<file path="config.mk">
export PLATFORM = sky130hd
export DESIGN_NAME = seg_scan_display
export DESIGN_NICKNAME = d
export VERILOG_FILES = /design/src/rtl/seg_display_pkg.sv /design/src/rtl/bin2bcd_seq.sv /design/src/rtl/seg_scan_display.sv
export SDC_FILE = /design/constraint.sdc
export NUM_CORES = 1
export LEC_CHECK = 0
export CORE_UTILIZATION = 26
export DETAILED_ROUTE_END_ITERATION = 10
export PLACE_DENSITY = 0.48
export SYNTH_ARGS = -nofsm -noshare
export SYNTH_HDL_FRONTEND = slang
export SYNTH_SLANG_ARGS = --single-unit
</file>
<file path="constraint.sdc">
create_clock -name clk -period 3.7 [get_ports clk]
set_clock_uncertainty 0.05 [all_clocks]
set_input_delay 0.74 -clock clk [delete_from_list [all_inputs] [get_ports clk]]
set_output_delay 0.74 -clock clk [all_outputs]
set_load 0.02 [all_outputs]
</file>
<file path="src/rtl/seg_display_pkg.sv">
// Shared constants, FSM state type and helpers for the multiplexed 7-segment display.
// Segment codes are active-low, bit6=g ... bit0=a.
package seg_display_pkg;

    localparam logic [6:0] SEG_BLANK = 7'b1111111;
    localparam logic [6:0] SEG_DASH  = 7'b0111111;

    localparam logic [6:0] SEG_DIGIT [0:9] = '{
        7'b1000000, 7'b1111001, 7'b0100100, 7'b0110000, 7'b0011001,
        7'b0010010, 7'b0000010, 7'b1111000, 7'b0000000, 7'b0010000
    };

    typedef enum logic [1:0] {
        IDLE,
        SHIFT,
        COMMIT
    } conv_state_t;

    function automatic logic [31:0] pow10(input int n);
        logic [31:0] r;
        r = 32'd1;
        for (int i = 0; i < n; i++) begin
            r = r * 32'd10;
        end
        return r;
    endfunction

    // Non-decimal nibbles render as blank rather than an arbitrary pattern.
    function automatic logic [6:0] digit_to_seg(input logic [3:0] nib);
        if (nib > 4'd9) begin
            return SEG_BLANK;
        end
        return SEG_DIGIT[nib];
    endfunction

endpackage

</file>
<file path="src/rtl/bin2bcd_seq.sv">
// Sequential shift-add-3 binary to BCD converter, one input bit per clock.
// done pulses for one cycle in COMMIT, when bcd_out and overflow are final.
module bin2bcd_seq
    import seg_display_pkg::*;
#(
    parameter int NUM_DIGITS = 4,
    parameter int IN_WIDTH   = 14
) (
    input  logic                    clk,
    input  logic                    rst,
    input  logic [IN_WIDTH-1:0]     value_in,
    input  logic                    load,
    output logic                    busy,
    output logic                    done,
    output logic                    overflow,
    output logic [4*NUM_DIGITS-1:0] bcd_out
);

    localparam int BCD_W = 4 * NUM_DIGITS;
    localparam int CNT_W = $clog2(IN_WIDTH);
    localparam logic [31:0] OVF_LIMIT = pow10(NUM_DIGITS);

    conv_state_t         state_reg;
    logic [IN_WIDTH-1:0] shift_reg;
    logic [CNT_W-1:0]    cnt_reg;
    logic [BCD_W-1:0]    bcd_reg;
    logic [BCD_W-1:0]    bcd_adj;
    logic [BCD_W-1:0]    bcd_next;
    logic                busy_reg;
    logic                done_reg;
    logic                ovf_reg;
    logic [31:0]         value_ext;
    logic                accept;

    generate
        for (genvar gi = 0; gi < NUM_DIGITS; gi++) begin : g_adj
            assign bcd_adj[gi*4 +: 4] = (bcd_reg[gi*4 +: 4] >= 4'd5) ?
                                        bcd_reg[gi*4 +: 4] + 4'd3 :
                                        bcd_reg[gi*4 +: 4];
        end
    endgenerate

    // Bits leaving the top of the scratch register are dropped; overflow flags that case.
    assign bcd_next  = {bcd_adj[BCD_W-2:0], shift_reg[IN_WIDTH-1]};
    assign value_ext = 32'(value_in);
    // A new value may be taken in the commit cycle, back to back with the previous one.
    assign accept    = load && (state_reg != SHIFT);

    always_ff @(posedge clk or posedge rst) begin
        if (rst) begin
            state_reg <= IDLE;
            shift_reg <= '0;
            cnt_reg   <= '0;
            bcd_reg   <= '0;
            busy_reg  <= 1'b0;
            done_reg  <= 1'b0;
            ovf_reg   <= 1'b0;
        end else begin
            done_reg <= 1'b0;
            case (state_reg)
                SHIFT: begin
                    bcd_reg   <= bcd_next;
                    shift_reg <= {shift_reg[IN_WIDTH-2:0], 1'b0};
                    if (cnt_reg == '0) begin
                        state_reg <= COMMIT;
                        busy_reg  <= 1'b0;
                        done_reg  <= 1'b1;
                    end else begin
                        cnt_reg <= cnt_reg - 1'b1;
                    end
                end
                default: begin
                    if (accept) begin
                        shift_reg <= value_in;
                        bcd_reg   <= '0;
                        cnt_reg   <= CNT_W'(IN_WIDTH - 1);
                        ovf_reg   <= (value_ext >= OVF_LIMIT);
                        busy_reg  <= 1'b1;
                        state_reg <= SHIFT;
                    end else begin
                        state_reg <= IDLE;
                    end
                end
            endcase
        end
    end

    assign busy     = busy_reg;
    assign done     = done_reg;
    assign overflow = ovf_reg;
    assign bcd_out  = bcd_reg;

endmodule

</file>
<file path="src/rtl/seg_scan_display.sv">
// Multi-digit common-anode 7-segment driver: BCD conversion, latching and digit scanning.
// Optional leading-zero blanking is enabled by defining SEG_LEADING_ZERO_BLANK_EN.
module seg_scan_display
    import seg_display_pkg::*;
#(
    parameter int NUM_DIGITS  = 4,
    parameter int IN_WIDTH    = 14,
    parameter int REFRESH_DIV = 50000
) (
    input  logic                  clk,
    input  logic                  rst,
    input  logic [IN_WIDTH-1:0]   value_in,
    input  logic                  load,
    output logic                  busy,
    output logic                  overflow,
    output logic [6:0]            seg,
    output logic [NUM_DIGITS-1:0] an
);

    localparam int BCD_W = 4 * NUM_DIGITS;
    localparam int REF_W = $clog2(REFRESH_DIV);
    localparam int IDX_W = (NUM_DIGITS > 1) ? $clog2(NUM_DIGITS) : 1;

    logic [BCD_W-1:0]      bcd_out;
    logic                  conv_done;
    logic                  conv_ovf;
    logic [BCD_W-1:0]      display_reg;
    logic                  overflow_reg;
    logic [REF_W-1:0]      refresh_reg;
    logic [IDX_W-1:0]      digit_idx_reg;
    logic [6:0]            seg_reg;
    logic [6:0]            seg_next;
    logic [NUM_DIGITS-1:0] an_reg;
    logic [NUM_DIGITS-1:0] an_next;
    logic [NUM_DIGITS-1:0] blank_mask;
    logic [3:0]            digit_nib [NUM_DIGITS];

    bin2bcd_seq #(
        .NUM_DIGITS(NUM_DIGITS),
        .IN_WIDTH  (IN_WIDTH)
    ) u_bin2bcd (
        .clk     (clk),
        .rst     (rst),
        .value_in(value_in),
        .load    (load),
        .busy    (busy),
        .done    (conv_done),
        .overflow(conv_ovf),
        .bcd_out (bcd_out)
    );

    generate
        for (genvar gi = 0; gi < NUM_DIGITS; gi++) begin : g_nib
            assign digit_nib[gi] = display_reg[gi*4 +: 4];
        end
    endgenerate

`ifdef SEG_LEADING_ZERO_BLANK_EN
    logic [NUM_DIGITS-1:0] blank_mask_reg;
    logic [NUM_DIGITS-1:0] blank_mask_next;

    // A digit is blank when it and everything above it are zero; digit 0 is never blank.
    generate
        for (genvar gi = 0; gi < NUM_DIGITS; gi++) begin : g_blank
            if (gi == 0) begin : g_lsd
                assign blank_mask_next[gi] = 1'b0;
            end else begin : g_upper
                assign blank_mask_next[gi] = ((bcd_out >> (4 * gi)) == '0);
            end
        end
    endgenerate

    always_ff @(posedge clk or posedge rst) begin
        if (rst) begin
            blank_mask_reg <= '0;
        end else if (conv_done) begin
            blank_mask_reg <= blank_mask_next;
        end
    end

    assign blank_mask = blank_mask_reg;
`else
    assign blank_mask = '0;
`endif

    always_comb begin
        seg_next = digit_to_seg(digit_nib[digit_idx_reg]);
        if (overflow_reg) begin
            seg_next = SEG_DASH;
        end else if (blank_mask[digit_idx_reg]) begin
            seg_next = SEG_BLANK;
        end
    end

    assign an_next = ~(NUM_DIGITS'(1) << digit_idx_reg);

    always_ff @(posedge clk or posedge rst) begin
        if (rst) begin
            refresh_reg   <= '0;
            digit_idx_reg <= '0;
            seg_reg       <= SEG_BLANK;
            an_reg        <= '1;
            display_reg   <= '0;
            overflow_reg  <= 1'b0;
        end else begin
            if (refresh_reg == REF_W'(REFRESH_DIV - 1)) begin
                refresh_reg <= '0;
                if (digit_idx_reg == IDX_W'(NUM_DIGITS - 1)) begin
                    digit_idx_reg <= '0;
                end else begin
                    digit_idx_reg <= digit_idx_reg + 1'b1;
                end
            end else begin
                refresh_reg <= refresh_reg + 1'b1;
            end

            seg_reg <= seg_next;
            an_reg  <= an_next;

            if (conv_done) begin
                display_reg  <= bcd_out;
                overflow_reg <= conv_ovf;
            end
        end
    end

    assign seg      = seg_reg;
    assign an       = an_reg;
    assign overflow = overflow_reg;

endmodule

</file>
==> run_results.csv <==
group,metric,value,unit
final_layout,layout_common_cells,"74 x dfrtp_1, 33 x o21ai_0, 29 x clkdlybuf4s50_1",
power,ir_drop,0.000457,V
hold_path,hold_start,"u_bin2bcd.shift_reg[5]",
worst_setup_path,reg2regPathDepth,7,
logic_synthesis,synthArstFlopShare,100,%
hold_path,hold_depth,2,
logic_synthesis,synth-seq-cells,85,
clock_network,cts_setup_buffers,0,
logic_synthesis,synth-edff-count,0,
grt,grtUsageMet2,16.6,%
worst_setup_path,crit_family,"buffers and inverters",
detailed_routing,first_iter_violations,239,
grt,grt_pass1_vias,2791,
final_layout,fin_util,32.1,%
logic_synthesis,synth_seq_area_share,52.4,%
logic_synthesis,syn_area,4090,um^2
final_layout,drive_gt1_share,13.6,%
floorplan,start_util,26.8,%
logic_synthesis,synthSimpleGateAreaFrac,13.4,%
detailed_routing,drt-total-wl,7730,um
grt,grt_start_max_net_pins,52,
grt,grt_usage,10.5,%
status,status,"completed",
final_layout,nNetsFinal,429,
placement,dp_hpwl,5280,um
logic_synthesis,synthMuxAreaShare,11.6,%
logic_synthesis,synth_top_family_by_area,"simple AND/OR/NAND/NOR gates",
worst_setup_path,cp-start-kind,"register",
floorplan,die_h,127,um
worst_setup_path,ff2ff_setup_slack,1.44,ns
final_layout,multi_input_area,1790,um^2
floorplan,io_pins,30,
clock_network,htreeDepth,3,
grt,grt_use_met3,2.89,%
sta,setup_tns,0,ns
hold_path,hold_class,"register to register",
sta,fmaxAchievable,435,MHz
floorplan,core_area,15300,um^2
grt,grt_pass1_wl,13500,um
clock_network,cts_resized,0,
grt,grt_antenna_before_repair,0,
run,drv_cap,0,
worst_setup_path,crit_path_end_kind,"output pin",
worst_setup_path,cp.required,2.91,ns
worst_setup_path,r2r-end,"seg[3]",
detailed_routing,viasPerCell,4.49,
detailed_routing,route.detailed.drc,0,
logic_synthesis,synthCells,363,
clock_network,cts_hold_buffers,0,
power,p_leak,2.11,nW
final_layout,fillers,1588,
grt,overflow,0,
final_layout,area_delta_synth_final,20.0,%
logic_synthesis,synth_fa_ha_area_share,5.82,%
detailed_routing,ant_nets,0,
worst_setup_path,cpPeakStageDelay,0.67,ns
power,power.density,750,nW/um^2
clock_network,clock_latency,0.33,ns
grt,met1_usage,14.0,%
logic_synthesis,postSynthAreaPerCell,11.3,um^2
worst_setup_path,worstPathMaxFanout,9,
hold_path,min_to,"u_bin2bcd.shift_reg[6]",
clock_network,clock-sinks,85,
sta,min_period,2.30,ns
clock_network,cts_root_buf,"clkbuf_16",
sta,slew_headroom,46.1,%
sta,hold_viol,0,
final_layout,layout_commonest_cell,"dfrtp_1",
detailed_routing,vias,2727,
logic_synthesis,yosys_warnings,0,
sta,worst_slew_pin_slew,0.798,ns
final_layout,regArea,2140,um^2
floorplan,dieArea,16200,um^2
logic_synthesis,synth-xor-area-share,3.64,%
worst_setup_path,cp_slowest_cell,"clkdlybuf4s50_1",
logic_synthesis,ys.flop_type,"dfrtp_1",
worst_setup_path,cp.arrival,1.51,ns
final_layout,diodes,0,
floorplan,num_rows,45,
clock_network,numCtsBuffers,9,
worst_setup_path,critical_path_class,"register to output pin",
logic_synthesis,synth_compound_area_share,9.40,%
clock_network,cts_buffer_depth,2,
worst_setup_path,path_cells,"clkdlybuf4s50_1",
sta,fin_crit_sh,62.2,%
placement,place_congestion,0.765,
worst_setup_path,path_buf_inv,1,
grt,busiest_layer,"met2",
sta,setup_viol,0,
logic_synthesis,synth_cell_type_count,42,
placement,portBuffers,29,
detailed_routing,dr.pass1.iters,4,
detailed_routing,wl_per_cell,12.7,um
sta,drv_slew,0,
sta,rsz0062_at_grt,"false",
worst_setup_path,cp_num_cells,1,
clock_network,tritoncts,"done",
worst_setup_path,r2r_start,"digit_idx_reg[0]",
clock_network,clkTransAtPathRegs,0.06,ns
floorplan,die_w,127,um
logic_synthesis,synth_fp_nets,399,
power,totalPowerFinal,3.68,mW
-- layer usage --
layer	up-vias	part of all wire, %
met3	9	3.4
met1	1347	50
li1	1331	-
met2	40	45
met4	0	1.2
met5	-	0
-- where the power goes --
group	internal [mW]	leakage, nW	switching [mW]
clock	0.533	0.139	0.337
combinational	0.619	0.910	0.669
sequential	1.28	1.06	0.242
-- how the worst max path moves through the flow --
stage	startpoint	end	slack (ns)
after floorplan	rst	digit_idx_reg[0]	0.73
after global placement	load	u_bin2bcd.bcd_out[3]	1.37
after detailed placement	load	u_bin2bcd.bcd_out[7]	1.37
after CTS	overflow	overflow	1.39
after global routing	digit_idx_reg[0]	seg[3]	1.29
final	overflow	overflow	1.40
-- layout make-up --
type | count | area share [%]
Clock inverter | 2 | 0.714
Inverter | 24 | 1.86
Multi-Input combinational cell | 240 | 36.6
Sequential cell | 85 | 43.6
Timing Repair Buffer | 33 | 6.79
Clock buffer | 12 | 5.03
Tap cell | 211 | 5.38
-- synth_stat cells (all sizes together), types with 6 or more instances --
library cell	instances	area (um^2)
nand2	23	86.3
xnor2	11	96.3
nor2	19	71.3
clkbuf	9	33.8
mux2i	14	140
nand3	9	45.0
nor3	8	40.0
dfrtp	74	1850
o31ai	6	45.0
or3	8	50.1
ha	19	238
nand2b	7	43.8
xor2	6	52.6
mux2	21	236
dfstp	11	289
nor4	6	52.6
a21oi	12	60.1
o21ai	34	170
inv	24	90.1
-- stage by stage --
step | hold WS (ns) | cell area (um^2) | std cells | setup WS (ns)
detailed placement | 0.414 | 4620 | 593 | 1.37
global placement | 0.408 | 4620 | 593 | 1.37
floorplan | 0.394 | 4090 | 363 | 0.735
CTS | 0.432 | 4900 | 607 | 1.39
finish | 0.427 | 4900 | 607 | 1.40
global route | 0.454 | 4900 | 607 | 1.29
-- cells by family after synthesis --
group | count (synthesis)
muxes | 39
adders and majority gates | 19
and+or+nand+nor | 101
xor gates and xnor gates | 17
AOI/OAI and AO/OA | 64
DFF | 85
buffers and inverters | 38
Power figures use the tool's default switching activity.
